### src/rtl/frac_logic_cfg_pkg.sv
// Shared types and constants for the frac_logic configuration loader.
// Field indices describe the layout of one configuration frame.
package frac_logic_cfg_pkg;

  localparam int FRAC_LOGIC_CFG_BITS = 34;
  localparam int LUT_LSB             = 0;
  localparam int LUT_MSB             = 32;
  localparam int OUTMUX_SEL          = 33;

  typedef enum logic [1:0] {
    IDLE   = 2'd0,
    SHIFT  = 2'd1,
    PARITY = 2'd2,
    COMMIT = 2'd3
  } cfg_state_e;

endpackage

### src/rtl/frac_logic_cfg_shadow.sv
// Shadow shift register for one configuration frame, plus the daisy-chain
// tail flop and the running even-parity accumulator over the data bits.
module frac_logic_cfg_shadow
  import frac_logic_cfg_pkg::*;
#(
  parameter int NUM_BITS = FRAC_LOGIC_CFG_BITS
) (
  input  logic                clk_i,
  input  logic                rst_ni,
  input  logic                clear_i,
  input  logic                shift_i,
  input  logic                bit_i,
  output logic [NUM_BITS-1:0] shadow_o,
  output logic                tail_o,
  output logic                parity_o
);

  logic [NUM_BITS-1:0] shadow_q, shadow_d;
  logic                tail_q, tail_d;
  logic                parity_q, parity_d;

  // New bits enter at the top so the first bit of a frame ends up in bit 0.
  generate
    for (genvar gi = 0; gi < NUM_BITS; gi++) begin : g_shift
      if (gi == NUM_BITS - 1) begin : g_top
        assign shadow_d[gi] = shift_i ? bit_i : shadow_q[gi];
      end else begin : g_mid
        assign shadow_d[gi] = shift_i ? shadow_q[gi+1] : shadow_q[gi];
      end
    end
  endgenerate

  always_comb begin
    tail_d   = tail_q;
    parity_d = parity_q;
    if (clear_i) begin
      parity_d = 1'b0;
    end else if (shift_i) begin
      tail_d   = shadow_q[0];
      parity_d = parity_q ^ bit_i;
    end
  end

  always_ff @(posedge clk_i or negedge rst_ni) begin
    if (!rst_ni) begin
      shadow_q <= '0;
      tail_q   <= 1'b0;
      parity_q <= 1'b0;
    end else begin
      shadow_q <= shadow_d;
      tail_q   <= tail_d;
      parity_q <= parity_d;
    end
  end

  assign shadow_o = shadow_q;
  assign tail_o   = tail_q;
  assign parity_o = parity_q;

endmodule

### src/rtl/frac_logic_cfg_loader.sv
// Serial configuration loader for a frac_logic tile: framed shift-in, parity
// check and atomic commit onto true/complement configuration buses.
module frac_logic_cfg_loader
  import frac_logic_cfg_pkg::*;
#(
  parameter int NUM_BITS  = FRAC_LOGIC_CFG_BITS,
  parameter bit PARITY_EN = 1'b1
) (
  input  logic                prog_clk,
  input  logic                prog_reset_n,
  input  logic                cfg_start,
  input  logic                ccff_head,
  input  logic                ccff_valid,
  output logic                ccff_ready,
  output logic                ccff_tail,
  output logic [NUM_BITS-1:0] mem_out,
  output logic [NUM_BITS-1:0] mem_outb,
  output logic                cfg_done,
  output logic                cfg_err
);

  localparam int              CNT_W    = (NUM_BITS > 2) ? $clog2(NUM_BITS) : 1;
  localparam logic [CNT_W-1:0] CNT_LAST = CNT_W'(NUM_BITS - 1);

  cfg_state_e          state_q, state_d;
  logic [CNT_W-1:0]    cnt_q, cnt_d;
  logic [NUM_BITS-1:0] mem_q, mem_d;
  logic [NUM_BITS-1:0] memb_q, memb_d;
  logic                done_q, done_d;
  logic                err_q, err_d;
  logic                pend_q, pend_d;

  logic                sh_clear, sh_shift, sh_parity;
  logic [NUM_BITS-1:0] sh_shadow;
  logic                accept;

  assign ccff_ready = (state_q == SHIFT) || (state_q == PARITY);
  assign accept     = ccff_valid & ccff_ready;

  frac_logic_cfg_shadow #(
    .NUM_BITS(NUM_BITS)
  ) u_shadow (
    .clk_i   (prog_clk),
    .rst_ni  (prog_reset_n),
    .clear_i (sh_clear),
    .shift_i (sh_shift),
    .bit_i   (ccff_head),
    .shadow_o(sh_shadow),
    .tail_o  (ccff_tail),
    .parity_o(sh_parity)
  );

  always_comb begin
    state_d  = state_q;
    cnt_d    = cnt_q;
    mem_d    = mem_q;
    memb_d   = memb_q;
    done_d   = 1'b0;
    err_d    = err_q;
    pend_d   = 1'b0;
    sh_clear = 1'b0;
    sh_shift = 1'b0;
    unique case (state_q)
      IDLE: begin
        // A start seen during COMMIT is replayed here one cycle late.
        if (cfg_start || pend_q) begin
          state_d  = SHIFT;
          cnt_d    = '0;
          sh_clear = 1'b1;
          err_d    = 1'b0;
        end
      end
      SHIFT: begin
        if (cfg_start) begin
          cnt_d    = '0;
          sh_clear = 1'b1;
          err_d    = 1'b0;
        end else if (accept) begin
          sh_shift = 1'b1;
          if (cnt_q == CNT_LAST) begin
            cnt_d   = '0;
            state_d = PARITY_EN ? PARITY : COMMIT;
          end else begin
            cnt_d = cnt_q + 1'b1;
          end
        end
      end
      PARITY: begin
        if (cfg_start) begin
          state_d  = SHIFT;
          cnt_d    = '0;
          sh_clear = 1'b1;
          err_d    = 1'b0;
        end else if (accept) begin
          if ((sh_parity ^ ccff_head) == 1'b0) begin
            state_d = COMMIT;
          end else begin
            err_d   = 1'b1;
            state_d = IDLE;
          end
        end
      end
      COMMIT: begin
        mem_d   = sh_shadow;
        memb_d  = ~sh_shadow;
        done_d  = 1'b1;
        pend_d  = cfg_start;
        state_d = IDLE;
      end
      default: state_d = IDLE;
    endcase
  end

  always_ff @(posedge prog_clk or negedge prog_reset_n) begin
    if (!prog_reset_n) begin
      state_q <= IDLE;
      cnt_q   <= '0;
      mem_q   <= '0;
      memb_q  <= '1;
      done_q  <= 1'b0;
      err_q   <= 1'b0;
      pend_q  <= 1'b0;
    end else begin
      state_q <= state_d;
      cnt_q   <= cnt_d;
      mem_q   <= mem_d;
      memb_q  <= memb_d;
      done_q  <= done_d;
      err_q   <= err_d;
      pend_q  <= pend_d;
    end
  end

  assign mem_out  = mem_q;
  assign mem_outb = memb_q;
  assign cfg_done = done_q;
  assign cfg_err  = err_q;

endmodule
### config.mk
export PLATFORM = sky130hd
export DESIGN_NAME = frac_logic_cfg_loader
export DESIGN_NICKNAME = d
export VERILOG_FILES = /design/src/rtl/frac_logic_cfg_pkg.sv /design/src/rtl/frac_logic_cfg_shadow.sv /design/src/rtl/frac_logic_cfg_loader.sv
export SDC_FILE = /design/constraint.sdc
export NUM_CORES = 1
export LEC_CHECK = 0
export ABC_AREA = 0
export CAP_MARGIN = 20
export CORE_ASPECT_RATIO = 0.5
export CORE_MARGIN = 1
export CORE_UTILIZATION = 53
export CTS_CLUSTER_SIZE = 8
export DETAILED_ROUTE_END_ITERATION = 7
export GPL_TIMING_DRIVEN = 0
export PLACE_DENSITY_LB_ADDON = 0.2
export SYNTH_ARGS = -nofsm -noshare
export SYNTH_HDL_FRONTEND = slang
export SYNTH_SLANG_ARGS = --single-unit
### constraint.sdc
create_clock -name prog_clk -period 2.2 [get_ports prog_clk]
set_input_delay 0.44 -clock prog_clk [delete_from_list [all_inputs] [get_ports prog_clk]]
set_output_delay 0.44 -clock prog_clk [all_outputs]
set_load 0.05 [all_outputs]
==> metrics.md <==
| Metric | Value |
|---|---|
| Status | `complete, no violations` |
| Fraction of the mapped netlist area in compound gates | `7.832%` |
| First-pass GRT wire length | `between 15 and 20 mm` |
| Total Nets Final | `between 400 and 500` |
| Initial antenna violation count | `0` |
| Routed len/inst | `~17 µm` |
| DP Area | `0.005469 mm²` |
| Overall Global Routing Usage | `23.05%` |
| 1st-iter DRT viols | `between 150 and 200` |
| Max Fclk | `roughly 460 MHz` |
| PwrDens | `around 1600 mW/mm²` |
| Skew final | `0.007353 ns` |
| CP Depth | `1` |
| Max IR drop VDD | `0.001007 V` |
| Critical path launch point | `mem_outb[19]$_DFFE_PN1P_` |
| Depth of the CTS H-tree | `4` |
| Reg-to-Reg Start | `state_q[0]$_DFFE_PN0P_` |
| Clock sinks | `roughly 120` |
| Antenna-violating nets left | `0` |
| Seq/Total Area, Yosys | `approximately 64%` |
| Synth top area cells | `dfrtp_1, dfstp_2, mux2_2` |
| Synth area leader | `dfrtp_1` |
| CP delay by family, top | `buffers and inverters` |
| Crit-path cells | `clkdlybuf4s50_1` |
| Critical Path Sink | `mem_outb[19]` |
| CTS tree | `built` |
| Post-Synth Simple-Gate Area | `about 6.4%` |
| Port Buffer Count | `75` |
| Fin area | `slightly above 0.006 mm²` |
| DPL Wire Length | `~6.0 mm` |
| Slew headroom | `slightly above 50%` |
| Most frequent cell after synthesis | `dfrtp_1` |
| CP Data Required Time | `1.76 ns` |
| Hold/Removal Path Class | `input pin to asynchronous set/reset pin` |
| Chip height | `between 60 and 70 µm` |
| Final setup vio count | `0` |
| Layout cells sized above 1 | `about a third` |
| I/O pin total | `77` |
| Total CTS buffers | `17` |
| Post-Syn Nets | `roughly 350` |
| Largest net degree at the start of global routing | `60` |
| Synthesized flop and latch total | `115` |
| CTS max path bufs | `2` |
| CTS Root Cell | `clkbuf_16` |
| Largest family of logic cells by synthesized area | `multiplexers` |
| DIE AREA | `~0.0090 mm²` |
| Worst reg2reg endpoint | `cnt_q[4]$_DFFE_PN0P_` |
| Tcrit/Tclk final | `between 90% and 100%` |
| Via count | `2,986` |
| CP bufs+invs | `1` |
| R2r worst-path depth | `6` |
| Vias in the first global route | `approximately 3,000` |
| Setup bufs post-CTS | `0` |
| Placer Congestion | `0.7610` |
| Ant. Diodes | `0` |
| Clock-pin slew on the worst setup and hold paths | `around 0.05 ns` |
| Yosys cell types | `37` |
| FP Rows | `23` |
| Tmin final | `around 2.2 ns` |
| Multiplexer share of the synthesized area | `16.82%` |
| WP data arrival | `1.73 ns` |
| Worst path max stage delay | `between 0.7 and 0.8 ns` |
| Non-filler cells, final | `between 500 and 600` |
| Critical Path Start Type | `flop` |
| Post-Synthesis Mean Instance Area | `13.35 µm²` |
| Tightest Pin Transition | `just over 0.7 ns` |
| Max Slew Vio Count | `0` |
| Grt ovf | `0` |
| Routed vias/inst | `between 5 and 6` |
| CORE AREA | `between 0.008 and 0.009 mm²` |
| Adder-cell share of the synthesized area | `approximately 2.2%` |
| Placed Instances | `between 500 and 600` |
| Filler instances | `516` |
| CP max-delay cell | `clkdlybuf4s50_1` |
| Synth cell count leaders | `dfrtp_1, mux2_2, nand2_1, o21ai_0, dfstp_2` |
| Post-synth EDFFs | `0` |
| Residual DRC count | `0` |
| Die W | `roughly 130 µm` |
| Maximum net fanout on the critical path | `2` |
| Syn Inst Count | `approximately 340` |
| Yosys top cell area share | `about 45%` |
| Router iterations before antenna repair | `4` |
| Initial Utilization | `a little under three fifths` |
| Ys async rst share | `100.0%` |
| Xor/xnor cell area share of the yosys netlist | `less than 1%` |
| P&R area growth vs syn | `34.24%` |
| Max-cap violation count | `0` |
| Clock latency on the worst-skew pair | `a little over 0.4 ns` |
| Type of the worst setup path | `flop to output pin` |
| Final wirelength | `about 9.3 mm` |
| Final hold violations | `0` |
| RSZ-0062 raised after global routing | `false` |
| CP Capture Type | `output pin` |
| Worst reg-to-reg setup slack | `0.14 ns` |
| Synth Warn # | `0` |
| Main synth FF type | `dfrtp_1` |
| Synthesized cell area | `0.004553 mm²` |
| Static Leakage | `approximately 3.0 nW` |
metal layers:
| layer | share of wire [%] | global-route usage, % | up-vias |
|---|---|---|---|
| met5 | 0 | 0 | - |
| met4 | 0.94 | 9.339 | 0 |
| met3 | 5.3 | 9.009 | 10 |
| met2 | 50 | 37.96 | 70 |
| met1 | 44 | 27.82 | 1526 |
| li1 | - | - | 1380 |
layout make-up:
class                      instances  area (µm²)  area share [%]
sequential                       115        2920           47.78
tap                              112       140.1           2.293
clock buffer                      21       450.4           7.370
buffer                            15       66.31           1.085
timing repair buffer              76       820.8           13.43
multi-input combinational        201        1541           25.22
clock inverter                    11       135.1           2.211
inverter                          10       37.54          0.6141
cell families (layout without fill, tap and decap cells):
kind of cell / Yosys count / in the layout
buffers and inverters: 25 / 133
AOI/OAI and AO/OA: 59 / 59
xor gates and xnor gates: 2 / 2
muxes: 68 / 68
and+or+nand+nor: 64 / 64
DFF: 115 / 115
adders and majority gates: 8 / 8
flip-flops by register name (all words and copies together), names as in the netlist:
signal             flops
state_q                2
cfg_err                1
mem_outb              34
u_shadow.tail_o        1
pend_q                 1
mem_out               34
cnt_q                  6
u_shadow.shadow_o     34
u_shadow.parity_o      1
cfg_done               1
how the worst min path moves through the flow:
| stage | from | endpoint | slack [ns] | depth (start not counted) |
|---|---|---|---|---|
| CTS | prog_reset_n | cnt_q[4]$_DFFE_PN0P_ | 0.11 | 1 |
| finish | prog_reset_n | cnt_q[2]$_DFFE_PN0P_ | 0.09 | 1 |
| floorplan | prog_reset_n | cfg_done$_DFF_PN0_ | 0.14 | 0 |
| detailed placement | u_shadow.shadow_o[29]$_DFFE_PN0P_ | mem_outb[29]$_DFFE_PN1P_ | 0.47 | 1 |
| global placement | u_shadow.shadow_o[32]$_DFFE_PN0P_ | mem_outb[32]$_DFFE_PN1P_ | 0.45 | 1 |
| global route | prog_reset_n | cfg_err$_DFFE_PN0P_ | 0.15 | 1 |
report_power, final:
part / total [W] / internal [W] / switching (W)
clock: 0.00271 / 0.00179 / 0.000919
sequential: 0.00322 / 0.00288 / 0.000336
combinational: 0.00385 / 0.00124 / 0.00261
total: 0.00978 / 0.00592 / 0.00386
placed cells by master, fill, tap and decap left out, types with 2 or more instances in the layout:
cell              n
a21oi_1           8
a31oi_1           2
buf_2             8
bufinv_16         3
clkbuf_1          9
clkbuf_16        17
clkdlybuf4s50_1  44
clkinv_2          6
clkinvlp_4        2
dfrtp_1          81
dfstp_2          34
dlygate4sd2_1     6
dlymetal6s2s_1   23
ha_1              8
inv_1            10
mux2_2           68
nand2_1          43
nand2b_1          5
nand3_1           3
nor2_1            3
o21ai_0          36
o21ai_1           2
o22ai_1           3
through the flow:
stage               setup TNS, ns  util, %  setup WS, ns  power [W]  hold slack [ns]
floorplan                       0        -       0.08991   0.005900           0.1444
global placement          -335.13    66.61        -3.303   0.007018           0.4526
detailed placement       -0.01881    66.92      -0.01881   0.007144           0.4697
CTS                             0    73.93      0.003118   0.009841           0.1133
global route                    0    74.79     0.0005921    0.01024           0.1495
finish                          0    74.79       0.02949   0.009781          0.08854
repair_timing:
action                     4_1_cts  5_1_grt
hold buffers                     0        0
resized for setup               11       26
setup endpoints to repair        7       27
pin swaps                        0        0
Power figures use the tool's default switching activity.
